--- config.mk ---
export PLATFORM = sky130hd
export DESIGN_NAME = ram_port_arbiter
export DESIGN_NICKNAME = d
export VERILOG_FILES = /design/src/rtl/ram_port_arbiter_pkg.sv /design/src/rtl/ram_port_arbiter_rr_arb2.sv /design/src/rtl/ram_port_arbiter.sv
export SDC_FILE = /design/constraint.sdc
export NUM_CORES = 1
export LEC_CHECK = 0
export ABC_AREA = 1
export CAP_MARGIN = 5
export CORE_MARGIN = 5
export CORE_UTILIZATION = 36
export CTS_CLUSTER_SIZE = 14
export DETAILED_ROUTE_END_ITERATION = 6
export PLACE_DENSITY_LB_ADDON = 0.2
export SYNTH_ARGS = -nofsm -noshare
export SYNTH_HDL_FRONTEND = slang
export SYNTH_HIERARCHICAL = 1
export SYNTH_SLANG_ARGS = --single-unit
--- constraint.sdc ---
create_clock -name clk -period 1.3 [get_ports clk]
set_clock_uncertainty 0.15 [all_clocks]
set_input_delay 0.26 -clock clk [delete_from_list [all_inputs] [get_ports clk]]
set_output_delay 0.26 -clock clk [all_outputs]
set_load 0.02 [all_outputs]
--- src/rtl/ram_port_arbiter_pkg.sv ---
// Shared types and default sizes for the two-requester RAM port arbiter.
package ram_arb_pkg;

    localparam int DATA_W_DEFAULT = 9;
    localparam int ADDR_W_DEFAULT = 4;

    typedef enum logic [1:0] {
        IDLE  = 2'd0,
        ISSUE = 2'd1,
        WAIT  = 2'd2,
        RESP  = 2'd3
    } arb_state_e;

    typedef logic req_id_t;

    function automatic logic [1:0] id_onehot(input req_id_t id);
        return id ? 2'b10 : 2'b01;
    endfunction

endpackage

--- src/rtl/ram_port_arbiter_rr_arb2.sv ---
// Two-way round-robin picker: a sole requester wins, a tie goes to the one not granted last.
module rr_arb2
    import ram_arb_pkg::*;
(
    input  logic [1:0] req_i,
    input  logic       last_grant_i,
    output logic [1:0] grant_o,
    output logic       winner_o
);

    always_comb begin
        winner_o = 1'b0;
        if (req_i == 2'b11) begin
            winner_o = ~last_grant_i;
        end else if (req_i[1]) begin
            winner_o = 1'b1;
        end
        grant_o = (req_i == 2'b00) ? 2'b00 : id_onehot(winner_o);
    end

endmodule

--- src/rtl/ram_port_arbiter.sv ---
// Serialises read/write requests from two masters onto one single-port RAM;
// each accepted request gets a response exactly three cycles after its accept.
module ram_port_arbiter
    import ram_arb_pkg::*;
#(
    parameter int DATA_W = DATA_W_DEFAULT,
    parameter int ADDR_W = ADDR_W_DEFAULT
) (
    input  logic                  clk,
    input  logic                  rst,
    input  logic [1:0]            req_valid,
    input  logic [1:0]            req_we,
    input  logic [2*ADDR_W-1:0]   req_addr,
    input  logic [2*DATA_W-1:0]   req_wdata,
    output logic [1:0]            req_ready,
    output logic [1:0]            rsp_valid,
    output logic [DATA_W-1:0]     rsp_rdata,
    output logic                  ram_cs,
    output logic                  ram_we,
    output logic [ADDR_W-1:0]     ram_addr,
    output logic [DATA_W-1:0]     ram_wdata,
    input  logic [DATA_W-1:0]     ram_rdata
);

    arb_state_e         state_q;
    req_id_t            last_grant_q;
    req_id_t            owner_q;
    logic               we_q;
    logic [ADDR_W-1:0]  addr_q;
    logic [DATA_W-1:0]  wdata_q;
    logic [DATA_W-1:0]  rdata_q;
    logic               ram_cs_q;
    logic               ram_we_q;
    logic [1:0]         rsp_vld_q;

    logic [1:0]         grant;
    logic               winner;
    logic               accept;
    logic               we_d;
    logic [ADDR_W-1:0]  addr_d;
    logic [DATA_W-1:0]  wdata_d;

    rr_arb2 u_rr_arb2 (
        .req_i        (req_valid),
        .last_grant_i (last_grant_q),
        .grant_o      (grant),
        .winner_o     (winner)
    );

    // Request fields of the current winner, latched on the accepting edge.
    always_comb begin
        we_d    = winner ? req_we[1] : req_we[0];
        addr_d  = winner ? req_addr[ADDR_W +: ADDR_W] : req_addr[0 +: ADDR_W];
        wdata_d = winner ? req_wdata[DATA_W +: DATA_W] : req_wdata[0 +: DATA_W];
        accept  = (state_q == IDLE) && (grant != 2'b00);
    end

    always_ff @(posedge clk) begin
        if (rst) begin
            state_q      <= IDLE;
            last_grant_q <= 1'b1;
            owner_q      <= 1'b0;
            we_q         <= 1'b0;
            addr_q       <= '0;
            wdata_q      <= '0;
            rdata_q      <= '0;
            ram_cs_q     <= 1'b0;
            ram_we_q     <= 1'b0;
            rsp_vld_q    <= 2'b00;
        end else begin
            case (state_q)
                IDLE: begin
                    if (accept) begin
                        state_q      <= ISSUE;
                        last_grant_q <= winner;
                        owner_q      <= winner;
                        we_q         <= we_d;
                        addr_q       <= addr_d;
                        wdata_q      <= wdata_d;
                        ram_cs_q     <= 1'b1;
                        ram_we_q     <= we_d;
                    end
                end
                ISSUE: begin
                    state_q  <= WAIT;
                    ram_cs_q <= 1'b0;
                    ram_we_q <= 1'b0;
                end
                // RAM read data is valid during WAIT, one cycle after the strobe.
                WAIT: begin
                    state_q   <= RESP;
                    rsp_vld_q <= id_onehot(owner_q);
                    if (!we_q) begin
                        rdata_q <= ram_rdata;
                    end
                end
                RESP: begin
                    state_q   <= IDLE;
                    rsp_vld_q <= 2'b00;
                end
                default: state_q <= IDLE;
            endcase
        end
    end

    // Handshake outputs are forced low for the whole time reset is held.
    assign req_ready = (state_q == IDLE && !rst) ? grant : 2'b00;
    assign rsp_valid = rst ? 2'b00 : rsp_vld_q;
    assign rsp_rdata = rdata_q;
    assign ram_cs    = ram_cs_q;
    assign ram_we    = ram_we_q;
    assign ram_addr  = addr_q;
    assign ram_wdata = wdata_q;

endmodule

==> Implementation_results.wiki <==
{| class="wikitable"
! Metric !! Value
|-
| Run status || complete, but fails checks
|-
| Post-route DRC || 0
|-
| Via count || 1,567
|-
| Global-route total usage across every layer || 15.8%
|-
| Simple-gate share of the synthesized area || 31.6%
|-
| Count of antenna diodes in the layout || 0
|-
| Worst slack at placement || -935 ps
|-
| Largest net degree at the start of global routing || 18
|-
| Synthesis warning total || 6
|-
| Cell taking the most area after synthesis || dfxtp_1
|-
| Transition time of the tightest slew-check pin || 224 ps
|-
| Cell chosen for the clock root || clkbuf_8
|-
| Count of fill cells added during filler insertion || 322
|-
| Iteration-0 DRC Markers || 45
|-
| Total congestion overflow after global routing || 0
|-
| Number of buffer cells added on primary ports || 68
|-
| Final Max Tran Viols || 0
|-
| Count of non-filler cells in the finished layout || 347
|-
| Clock H-tree levels || 2
|-
| P&R area growth vs syn || 79.9%
|-
| Via density per instance || 4.52
|-
| Worst hold slack across all endpoints || 311 ps
|-
| Switching pwr || 0.00203 W
|-
| Total power consumption of the routed design || 0.00506 W
|-
| Setup WS post-layout || -221 ps
|-
| Crit Path Category || reg -> out
|-
| Max Clock Freq || 0.658 GHz
|-
| Instance count of the mapped netlist || 204
|-
| Mapped Area || 0.00140 mm^2
|-
| Combinational cell fraction of total power || 58.1%
|-
| Area fraction of the dominant cell type after synthesis || 44.2%
|-
| Register area || 627 um^2
|-
| CTS tree || yes
|-
| Count of TritonRoute iterations in the first routing pass || 4
|-
| Sequential cell area fraction in the yosys report || 44.2%
|-
| Vias in the first global route || 1,513
|-
| Largest fanout on the critical path || 4
|-
| Leakage power || 1.17 nW
|-
| Die Y || 72.4 um
|-
| Cts hold-fix bufs || 0
|-
| Fraction of power consumed by sequential logic || 28.6%
|-
| Synthesized Nets || 250
|-
| Peak VDD IR || 1.20 mV
|-
| Die area || 0.00525 mm^2
|-
| Avg Cell Area, Syn || 6.88 um^2
|-
| Global-route wire length before repair || 6.58 mm
|-
| Final period demand of the worst path || 1520 ps
|-
| Average wire per cell in the routed design || 12.1 um
|-
| Main combinational cell family by area after synthesis || simple AND/OR/NAND/NOR gates
|-
| Total half-perimeter wirelength after legalization and detailed placement || 2.84 mm
|-
| Fraction of layout cells with a size suffix above 1 || 36.5%
|-
| Aggregate routed wire length || 4.20 mm
|-
| Core Util, Final || 67.9%
|-
| Worst min-delay path category || reg -> reg
|-
| Post-synthesis share of cell area spent on xor and xnor gates || 0%
|-
| Net Sw Frac || 40.1%
|-
| Final Hold Fails || 0
|-
| Proportion of synthesized area in mux cells || 0%
|-
| Req. time, crit path || 890 ps
|-
| Cell internal power dissipation || 0.00303 W
|-
| WP data arrival || 1110 ps
|-
| Worst-Skew Late Latency || 270 ps
|-
| Clock Sinks || 31
|-
| Die boundary width || 72.4 um
|-
| Seq cells post-synth || 31
|-
| Number of CTS-inserted buffers || 5
|-
| Leading post-synthesis cells by cell area || dfxtp_1, nand2_1, a21oi_1, nor2_1, o21ai_0
|-
| Starting Density || 37.8%
|-
| Antenna-violating nets left || 0
|-
| Number of nets in the finished design || 346
|-
| Fraction of the mapped netlist area in compound gates || 12.9%
|-
| Areal power density over the cells || 2000 mW/mm^2
|-
| Worst Setup End Kind || output pin
|-
| Relative contribution of the clock network to total power || 13.3%
|-
| Clock transition at the registers of the reported paths || 60 ps
|-
| Adder-Cell Fraction of Synth Area || 4.46%
|-
| Crit path launch type || flip-flop
|-
| Cell Rows || 22
|-
| Largest buffer count on any clock path || 2
|-
| Slew headroom || 85.1%
|-
| Combined area of the multi-input logic cells || 850 um^2
|-
| Count of unique library cells instantiated by Yosys || 20
|-
| Unrepaired setup endpoints after global routing || true
|-
| Final Cycle Share || 117%
|-
| Number of primary I/O pins || 69
|-
| Number of violations of the max-capacitance limit || 0
|-
| Count of final setup violators || 32
|-
| Placeable core region || 0.00372 mm^2
|-
| Number of antenna violations at the first check in global routing || 0
|-
| Violations in the final reports || negative setup slack
|-
| Number of placed instances with taps included || 330
|-
| Last weighted congestion value of the routability-driven placer || 0.731
|}
[area by class of cell]
type,count,share of cell area [%]
Timing Repair Buffer,96,34.0
Multi-Input combinational cell,153,33.6
Sequential cell,31,24.8
Clock buffer,6,2.87
Tap cell,48,2.38
Inverter,12,2.08
Timing Repair inverter,1,0.198
[synthesized netlist by cell type, drive strengths merged]
master,instances
dfxtp,31
nor2,27
a211oi,1
buf,4
nand3,2
nor3,1
o21ai,15
inv,12
a21oi,19
ha,5
nand2,81
clkbuf,4
and3,2
[timing repair]
item,CTS,global route
pin swaps,9,6
resized for setup,130,56
endpoints found under the setup margin,59,53
cloned,1,1
endpoints found under the hold margin,0,0
setup buffers,4,6
[sequential cells by signal, indices dropped and copies added (netlist names)]
name / flops
rsp_vld_q: 2
ram_cs: 1
state_q: 2
ram_addr: 4
rsp_rdata: 9
ram_wdata: 9
owner_q: 1
we_q: 1
ram_we: 1
last_grant_q: 1
[power groups by stage]
| stage | Sequential, W | Combinational [W] | Clock [W] |
|---|---|---|---|
| after floorplan | 0.00170 | 0.00109 | 0 |
| after global placement | 0.00142 | 0.00243 | 0 |
| after detailed placement | 0.00142 | 0.00246 | 0 |
| after CTS | 0.00142 | 0.00279 | 0.000688 |
| after global routing | 0.00149 | 0.00324 | 0.000737 |
| final | 0.00144 | 0.00294 | 0.000673 |
[cell usage in the layout, fill, tap and decap left out, drive strengths merged, types with 2 or more instances in the layout]
| cell type | synthesis | final |
|---|---|---|
| nand2 | 81 | 81 |
| buf | 4 | 54 |
| clkdlybuf4s50 | 0 | 37 |
| dfxtp | 31 | 31 |
| nor2 | 27 | 27 |
| a21oi | 19 | 19 |
| o21ai | 15 | 15 |
| inv | 12 | 11 |
| clkbuf | 4 | 6 |
| ha | 5 | 5 |
| clkdlybuf4s15 | 0 | 3 |
| and3 | 2 | 2 |
| nand3 | 2 | 2 |
| dlygate4sd2 | 0 | 2 |
| clkinv | 0 | 2 |
[worst max-delay path, cell delays in order (launching register included)]
cell	delay, ps
dfxtp_2	330
inv_2	50
ha_4	160
and3_4	170
buf_6	120
[final timing paths]
path                      from            to  slack, ps  depth (start not counted)
hold / removal    ram_wdata[0]  ram_wdata[0]        310                          2
setup / recovery    state_q[0]  req_ready[0]       -220                          4
hold reg to reg   ram_wdata[0]  ram_wdata[0]        310                          2
setup reg to reg    state_q[0]  rsp_rdata[1]       -160                          9
[layer usage]
metal	global-route usage (%)	share of wire, %
met2	28.7	49
met4	5.53	1.5
met3	5.12	8.2
met5	0	0
met1	17.2	42
[through the flow]
step           TNS, ps  instance area, um^2
2_1_floorplan        0                 1430
3_3_place_gp    -16860                 2270
3_5_place_dp    -17560                 2270
4_1_cts          -3760                 2520
5_1_grt          -5780                 2520
6_report         -3360                 2520
[cell families after synthesis]
family,Yosys count
AND/OR/NAND/NOR,113
AO/OA/AOI/OAI,35
flip-flops,31
buffers and inverters,20
adder cells (fa/ha/maj),5
Power figures use the tool's default switching activity.
